**config.mk**
```make
export PLATFORM = sky130hd
export DESIGN_NAME = ibex_csr_bank
export DESIGN_NICKNAME = d
export VERILOG_FILES = /design/src/rtl/ibex_csr_bank_pkg.sv /design/src/rtl/ibex_csr.sv /design/src/rtl/ibex_csr_bank.sv
export SDC_FILE = /design/constraint.sdc
export NUM_CORES = 1
export LEC_CHECK = 0
export ABC_AREA = 1
export BUFFER_PORTS_ARGS = -buffer_cell sky130_fd_sc_hd__clkbuf_2
export CORE_ASPECT_RATIO = 1.4
export CORE_MARGIN = 1.5
export CORE_UTILIZATION = 58
export CTS_CLUSTER_SIZE = 12
export DETAILED_ROUTE_END_ITERATION = 12
export GPL_TIMING_DRIVEN = 1
export PLACE_DENSITY = 0.78
export SKIP_LAST_GASP = 1
export SLEW_MARGIN = 0
export SYNTH_ARGS = -nofsm -noshare
export SYNTH_HDL_FRONTEND = slang
export SYNTH_SLANG_ARGS = --single-unit
```
**constraint.sdc**
```tcl
create_clock -name clk_i -period 4.1 [get_ports clk_i]
set_input_delay 0.615 -clock clk_i [delete_from_list [all_inputs] [get_ports clk_i]]
set_output_delay 0.615 -clock clk_i [all_outputs]
set_load 0.02 [all_outputs]
```
**src/rtl/ibex_csr_bank_pkg.sv**
```systemverilog
// Shared types for the shadowed CSR bank: scrubber state encoding.
package ibex_csr_bank_pkg;

  typedef enum logic [1:0] {
    IDLE  = 2'd0,
    CHECK = 2'd1,
    ERROR = 2'd2
  } scrub_state_e;

endpackage

```
**src/rtl/ibex_csr.sv**
```systemverilog
// Single shadowed CSR: the value plus an optional inverted shadow copy.
// rd_error_o flags any disagreement between the two.
module ibex_csr #(
  parameter int unsigned      Width      = 32,
  parameter bit               ShadowCopy = 1'b1,
  parameter logic [Width-1:0] ResetValue = '0
) (
  input  logic             clk_i,
  input  logic             rst_ni,
  input  logic             wr_en_i,
  input  logic [Width-1:0] wr_data_i,
  output logic [Width-1:0] rd_data_o,
  output logic             rd_error_o
);

  logic [Width-1:0] rdata_q;
  logic [Width-1:0] shadow_q;

  always_ff @(posedge clk_i or negedge rst_ni) begin
    if (!rst_ni) begin
      rdata_q <= ResetValue;
    end else if (wr_en_i) begin
      rdata_q <= wr_data_i;
    end
  end

  if (ShadowCopy) begin : g_shadow
    always_ff @(posedge clk_i or negedge rst_ni) begin
      if (!rst_ni) begin
        shadow_q <= ~ResetValue;
      end else if (wr_en_i) begin
        shadow_q <= ~wr_data_i;
      end
    end
    assign rd_error_o = (rdata_q != ~shadow_q);
  end else begin : g_no_shadow
    // Kept as a constant so the name exists for every configuration.
    assign shadow_q   = ~ResetValue;
    assign rd_error_o = 1'b0;
  end

  assign rd_data_o = rdata_q;

endmodule

```
**src/rtl/ibex_csr_bank.sv**
```systemverilog
// Bank of shadowed CSRs with masked writes, sticky per-register locks and a
// background scrubber that walks the bank looking for shadow mismatches.
module ibex_csr_bank
  import ibex_csr_bank_pkg::*;
#(
  parameter int unsigned      Width      = 32,
  parameter int unsigned      NumRegs    = 4,
  parameter bit               ShadowCopy = 1'b1,
  parameter logic [Width-1:0] ResetValue = '0,
  localparam int unsigned     AW         = (NumRegs > 1) ? $clog2(NumRegs) : 1
) (
  input  logic               clk_i,
  input  logic               rst_ni,
  input  logic               wr_en_i,
  input  logic [AW-1:0]      wr_addr_i,
  input  logic [Width-1:0]   wr_data_i,
  input  logic [Width-1:0]   wr_mask_i,
  input  logic               lock_i,
  input  logic [AW-1:0]      rd_addr_i,
  output logic [Width-1:0]   rd_data_o,
  output logic               rd_error_o,
  output logic               wr_blocked_o,
  output logic [NumRegs-1:0] locked_o,
  output logic               scrub_err_o,
  output logic [AW-1:0]      scrub_idx_o,
  input  logic               scrub_clr_i
);

  logic [NumRegs*Width-1:0] csr_wdata;
  logic [NumRegs*Width-1:0] csr_rdata;
  logic [NumRegs-1:0]       csr_we;
  logic [NumRegs-1:0]       csr_err;

  logic [NumRegs-1:0] locked_q, locked_d;
  logic               wr_blocked_q, wr_blocked_d;

  scrub_state_e  state_q;
  logic [AW-1:0] ptr_q, ptr_nxt;
  logic          scrub_err_q;
  logic [AW-1:0] scrub_idx_q;
  logic          scrub_mis;

  // Instance array keeps each entry reachable as u_csr[i].
  ibex_csr #(
    .Width      (Width),
    .ShadowCopy (ShadowCopy),
    .ResetValue (ResetValue)
  ) u_csr [NumRegs-1:0] (
    .clk_i      (clk_i),
    .rst_ni     (rst_ni),
    .wr_en_i    (csr_we),
    .wr_data_i  (csr_wdata),
    .rd_data_o  (csr_rdata),
    .rd_error_o (csr_err)
  );

  always_comb begin
    csr_we       = '0;
    csr_wdata    = '0;
    locked_d     = locked_q;
    wr_blocked_d = 1'b0;
    for (int unsigned i = 0; i < NumRegs; i++) begin
      csr_wdata[i*Width +: Width] = (csr_rdata[i*Width +: Width] & ~wr_mask_i) |
                                    (wr_data_i & wr_mask_i);
      if (wr_en_i && (wr_addr_i == AW'(i))) begin
        if (locked_q[i]) begin
          wr_blocked_d = 1'b1;
        end else begin
          csr_we[i] = 1'b1;
          if (lock_i) locked_d[i] = 1'b1;
        end
      end
    end
  end

  always_comb begin
    rd_data_o  = '0;
    rd_error_o = 1'b0;
    scrub_mis  = 1'b0;
    for (int unsigned i = 0; i < NumRegs; i++) begin
      if (rd_addr_i == AW'(i)) begin
        rd_data_o  = csr_rdata[i*Width +: Width];
        rd_error_o = csr_err[i];
      end
      if (ptr_q == AW'(i)) scrub_mis = csr_err[i];
    end
  end

  always_ff @(posedge clk_i or negedge rst_ni) begin
    if (!rst_ni) begin
      locked_q     <= '0;
      wr_blocked_q <= 1'b0;
    end else begin
      locked_q     <= locked_d;
      wr_blocked_q <= wr_blocked_d;
    end
  end

  assign ptr_nxt = (ptr_q == AW'(NumRegs - 1)) ? '0 : ptr_q + 1'b1;

  // Scrubber compares registered state, so a same-cycle write is seen next pass.
  always_ff @(posedge clk_i or negedge rst_ni) begin
    if (!rst_ni) begin
      state_q     <= IDLE;
      ptr_q       <= '0;
      scrub_err_q <= 1'b0;
      scrub_idx_q <= '0;
    end else begin
      unique case (state_q)
        IDLE: begin
          if (ShadowCopy) state_q <= CHECK;
        end
        CHECK: begin
          if (scrub_mis) begin
            state_q     <= ERROR;
            scrub_err_q <= 1'b1;
            scrub_idx_q <= ptr_q;
          end else begin
            ptr_q <= ptr_nxt;
          end
        end
        ERROR: begin
          if (scrub_clr_i) begin
            state_q     <= CHECK;
            scrub_err_q <= 1'b0;
            ptr_q       <= ptr_nxt;
          end
        end
        default: state_q <= IDLE;
      endcase
    end
  end

  assign wr_blocked_o = wr_blocked_q;
  assign locked_o     = locked_q;
  assign scrub_err_o  = scrub_err_q;
  assign scrub_idx_o  = scrub_idx_q;

endmodule

```
* Word level (Yosys, flattened, before mapping)
Cells that the tools add are included.
Cells by class: muxes and demuxes 43, $add $sub $neg 1, bitwise gates (word level) 18, magnitude comparators 0, reduce and logical (&&, ||, !) cells 13, shift-type cells 0, equality and inequality tests 18, multipliers 0, divide/modulo/power cells 0
Operators by type and width (number):
- NOT 32 bit | 9
- bitwise AND 32 bit | 5
- two-way mux 32 bit | 4
- inequality test 32 bit | 4
- bitwise OR 32 bit | 4
- two-way mux 1 bit | 31
- == test 2 bit (second input constant) | 7
- two-way mux 2 bit | 5
- == test 2 x 1 -> 1 bit (second input constant) | 4
- logical NOT 2 bit | 4
- inequality test 2 bit (second input constant) | 3
- case mux 2 bit (3 select lines) | 1
- AND reduction 3 bit | 2
- logical AND 1 bit | 4
- case mux 2 bit (2 select lines) | 1
- AND reduction 2 bit | 2
- adder 2 x 1 -> 2 bit (second input constant) | 1
- case mux 1 bit (2 select lines) | 1
- nonzero test 2 bit | 1
Storage, ports and cells: flip-flop bits (word level) 268, memories kept 0, bits in read-only memories 0, bits in latches 0, memory bits (writable) 0, logic and storage cells 110, bits of input ports 73

* Longest topological paths before layout
word-level depth 9, depth in mapped cells 15, mapped depth without buffers 15

* By module
Synthesis repeated with hierarchy kept, for this count alone.
Unflattened totals: cell total of the unflattened synthesis 1974, area, all modules 14929.3 µm²
By module, submodules not included:
- ibex_csr | times used 4, seq. area each 1641.6 µm², cells an instance 370, area each 3016.6 µm²
- ibex_csr_bank | times used 1, seq. area each 300.3 µm², cells an instance 494, area each 2862.7 µm²

* Worst setup path after synthesis
Ideal clock, no wire load.
kind in2out, start input port rd_addr_i[1], end output port rd_data_o[21], data arrival time 1.609 ns, setup slack 1.876 ns, cell stages on the path 7, path buffers 2, path through nor2_1 > inv_1 > buf_2 > buf_2 > o22ai_1 > a21oi_1 > o21ai_0
Between the ends: cells in the longest elaborated chain, start to end 5, elaborated cells between the ends (all ways) 8, those cells by class eq/ne: 3; mux: 4; reduce/logical: 1
RTL lines:
- start, declared | line ibex_csr_bank.sv:19 | input logic [AW-1:0] rd_addr_i,
- logical NOT 2 bit | line ibex_csr_bank.sv:81 | if (rd_addr_i == AW'(i)) begin
- two-way mux 32 bit (3 in a row) | line ibex_csr_bank.sv:81
- two-way mux 32 bit (*) | line ibex_csr_bank.sv:81
- end, declared | line ibex_csr_bank.sv:20 | output logic [Width-1:0] rd_data_o,
Every way passes the cells marked *; elsewhere a longest branch is shown, timed or not.

* Worst setup path in the final report
start register u_csr[1].shadow_q[12], end output port rd_error_o
Between the ends: cells in the longest elaborated chain, start to end 5
RTL lines:
- start, declared | line ibex_csr.sv:17 | logic [Width-1:0] shadow_q;
- start signal, assigned | line ibex_csr.sv:30 | shadow_q <= ~ResetValue;
- start signal, assigned | line ibex_csr.sv:32 | shadow_q <= ~wr_data_i;
- NOT 32 bit | line ibex_csr.sv:35 | assign rd_error_o = (rdata_q != ~shadow_q);
- inequality test 32 bit | line ibex_csr.sv:35
- two-way mux 1 bit (3 in a row) | line ibex_csr_bank.sv:81
- end, declared | line ibex_csr_bank.sv:21 | output logic rd_error_o,
No other way between the ends.

==> summary.md <==
| Metric | Value |
|---|---|
| Starting Density | `0.5924` |
| Sw Pwr | `2.356 mW` |
| P_int | `5.169 mW` |
| Cell Area, Placed | `14,720 um2` |
| Startpoint Class | `register` |
| Yosys top cell area share | `0.2539` |
| Ant. Diodes | `0` |
| I/O Pins | `114` |
| Top cell by count, worst path | `nand2_1` |
| Mapped Avg Cell Area | `7.847 um2` |
| Max FO, Critical Path | `2` |
| Final setup margin | `0.9739 ns` |
| EDFF count, synth | `0` |
| Die width | `133.3 um` |
| Fin Hold WS | `0.1958 ns` |
| Reg power frac | `0.467` |
| Yosys reg bits | `268` |
| Syn_nets | `1,835` |
| CTS resizes | `0` |
| Fin area | `15,610 um2` |
| Largest net degree at the start of global routing | `132` |
| Drt total wl | `35.28 mm` |
| Nets | `1,944` |
| TritonCTS clock tree | `done` |
| Combinational Power Share | `0.203` |
| Seq/Total Area, Yosys | `0.4977` |
| Final core utilization | `0.6703` |
| Setup-failing EPs final | `0` |
| Initial antenna violation count | `0` |
| Hold buffer count at cts | `0` |
| Main synth FF type | `dfrtp_1` |
| HP Class | `in2async` |
| H-tree depth | `1` |
| Cells after synthesis | `1,758` |
| Data arrival time of the worst path | `2.51 ns` |
| Overflow after GRT | `0` |
| Total GRT Usage | `0.2905` |
| Clock latency on the worst-skew pair | `0.55 ns` |
| Synth cell count leaders | `nand2_1, inv_1, nor2_1, a21oi_1, dfrtp_1` |
| Slowest CP cell | `dfstp_2` |
| Vias per cell | `5.473` |
| Maximum clock frequency | `319.9 MHz` |
| Sw frac | `0.3130` |
| Leak pwr | `8.219 nW` |
| VDD IR max | `roughly 0.38 mV` |
| IO Port Bufs | `113` |
| Synth top area cells | `dfrtp_1, dfstp_2, nand2_1` |
| CP bufs+invs | `1` |
| Clk sink count | `268` |
| Total of max-cap violations | `0` |
| RSZ-0062 raised after global routing | `no` |
| Clock-pin slew on the worst setup and hold paths | `0.06 ns` |
| CP Cell Sequence | `xor2_1 > nand2_1 > nor2_1 > nand2_1 > nor2_1 > nand2_1 > nand3_1 > nand2_1 > nand3b_1 > clkbuf_2` |
| Setup Fix Bufs, Post-CTS | `0` |
| Drt drc | `0` |
| CP top delay family | `simple AND/OR/NAND/NOR gates` |
| Final period util | `0.7625` |
| Area Overhead vs Synth | `13.15%` |
| Via count | `12,013` |
| Drt wl/cell | `16.07 um` |
| Setup_tns | `0 ns` |
| Final Skew | `0.01778 ns` |
| Post-layout minimum cycle time | `3.126 ns` |
| Final hold vios | `0` |
| GPL Wtd Cong | `0.8849` |
| Clock share of power | `0.329` |
| TritonCTS buffer count | `28` |
| Synth area leader | `dfrtp_1` |
| Slew Limit Fails | `0` |
| Slew HR | `0.3169` |
| Clock Path Buffers | `3` |
| Share of async-settable or async-resettable flops after synthesis | `1.000` |
| Vias in the first global route | `11,874` |
| Count leader, synth | `nand2_1` |
| Worst-Margin Slew | `just over 1 ns` |
| Initial DRC count | `~840` |
| Router iterations before antenna repair | `5` |
| Synth warnings | `0` |
| First-pass GRT wire length | `57.18 mm` |
| Run status | `finished clean` |
| Filler cells | `1,998` |
| Final ANT Viol Nets | `0` |
| Die Area | `24,730 um2` |
| Layout cells sized above 1 | `0.1630` |
| CTS Root Cell | `clkbuf_16` |
| Critical Path RT | `3.48 ns` |
| DP HPWL | `about 25 mm` |
| Cell Area, Synth | `13,800 um2` |
| Power per cell area | `482.1 nW/um2` |
| Endpoint type of the worst setup path | `output port` |
| Core area | `23,290 um2` |
| Pre-CTS setup slack | `1.231 ns` |
| Die Height | `approximately 190 um` |
| Row count | `66` |
| Worst path max stage delay | `about 0.53 ns` |
| Synth unique cells | `30` |
| Crit path kind | `reg2out` |
layout by cell type, fill, tap and decap left out, types with 14 or more instances in the layout:
master / synthesis / layout
o21ai_0: 62 / 62
o21a_1: 45 / 45
clkbuf_2: 0 / 112
dfrtp_1: 140 / 140
nand3_1: 21 / 21
nor2_1: 225 / 220
xor2_1: 24 / 24
o211ai_1: 15 / 15
o21bai_1: 84 / 84
buf_4: 3 / 15
nand2_1: 384 / 384
inv_1: 289 / 289
dfstp_2: 128 / 128
clkbuf_16: 0 / 29
nand4_1: 15 / 15
a21oi_1: 200 / 200
clkbuf_1: 21 / 14
o22ai_1: 30 / 30
sequential cells by signal, summed over array words and instances, names as in the netlist:
signal           flops
scrub_idx_o          2
u_csr.shadow_q     128
locked_o             4
scrub_err_o          1
ptr_q                2
wr_blocked_o         1
state_q              2
u_csr.rd_data_o    128
metrics by stage:
stage               power (mW)  cells
finish                   7.525   2195
global route             7.906   2195
CTS                      7.557   2195
detailed placement       5.075   2143
global placement         5.009   2143
floorplan                4.514   1758
final cells by class:
type | count | area, um2 | share of cell area
Inverter | 290 | 1089 | 0.06973
Multi-Input combinational cell | 1148 | 5637 | 0.3611
Sequential cell | 268 | 6867 | 0.4399
Clock inverter | 5 | 53.80 | 0.003447
Tap cell | 306 | 382.9 | 0.02453
Timing Repair Buffer | 131 | 748.2 | 0.04793
Clock buffer | 47 | 833.3 | 0.05338
final timing paths:
check                                                  start                                  to  slack, ns  depth (start not counted)
setup / recovery           u_csr[1].shadow_q[12]$_DFFE_PN1P_                          rd_error_o       0.97                         10
hold / removal                                        rst_ni  u_csr[3].rd_data_o[21]$_DFFE_PN0P_       0.20                          1
setup reg to reg           u_csr[1].shadow_q[12]$_DFFE_PN1P_          scrub_idx_o[0]$_DFFE_PN0P_       1.94                         13
hold reg to reg            u_csr[2].shadow_q[19]$_DFFE_PN1P_   u_csr[2].shadow_q[19]$_DFFE_PN1P_       0.47                          2
max in group asynchronous                             rst_ni   u_csr[3].shadow_q[24]$_DFFE_PN1P_       2.90                          2
min in group clk_i                               scrub_clr_i              state_q[1]$_DFFE_PN0P_       0.29                          2
metal layers:
metal	share of wire	vias to the layer above	GRT usage
li1	-	5800	-
met1	0.39	5743	0.3416
met2	0.52	366	0.5405
met3	0.051	104	0.03186
met4	0.039	0	0.1174
met5	0	-	0
power by group through the flow:
stage               combinational (mW)  clock (mW)  sequential [mW]
CTS                               1.54        2.51             3.51
detailed placement                1.53           0             3.55
finish                            1.53        2.48             3.52
floorplan                         1.07           0             3.44
global placement                  1.48           0             3.53
global route                      1.73        2.61             3.57
cell families after synthesis:
family	synth area share
buffers and inverters	0.09605
adders and majority gates	0.003628
AOI/OAI and AO/OA	0.1889
and+or+nand+nor	0.1902
xor gates and xnor gates	0.02349
DFF	0.4977
Power figures use the tool's default switching activity.
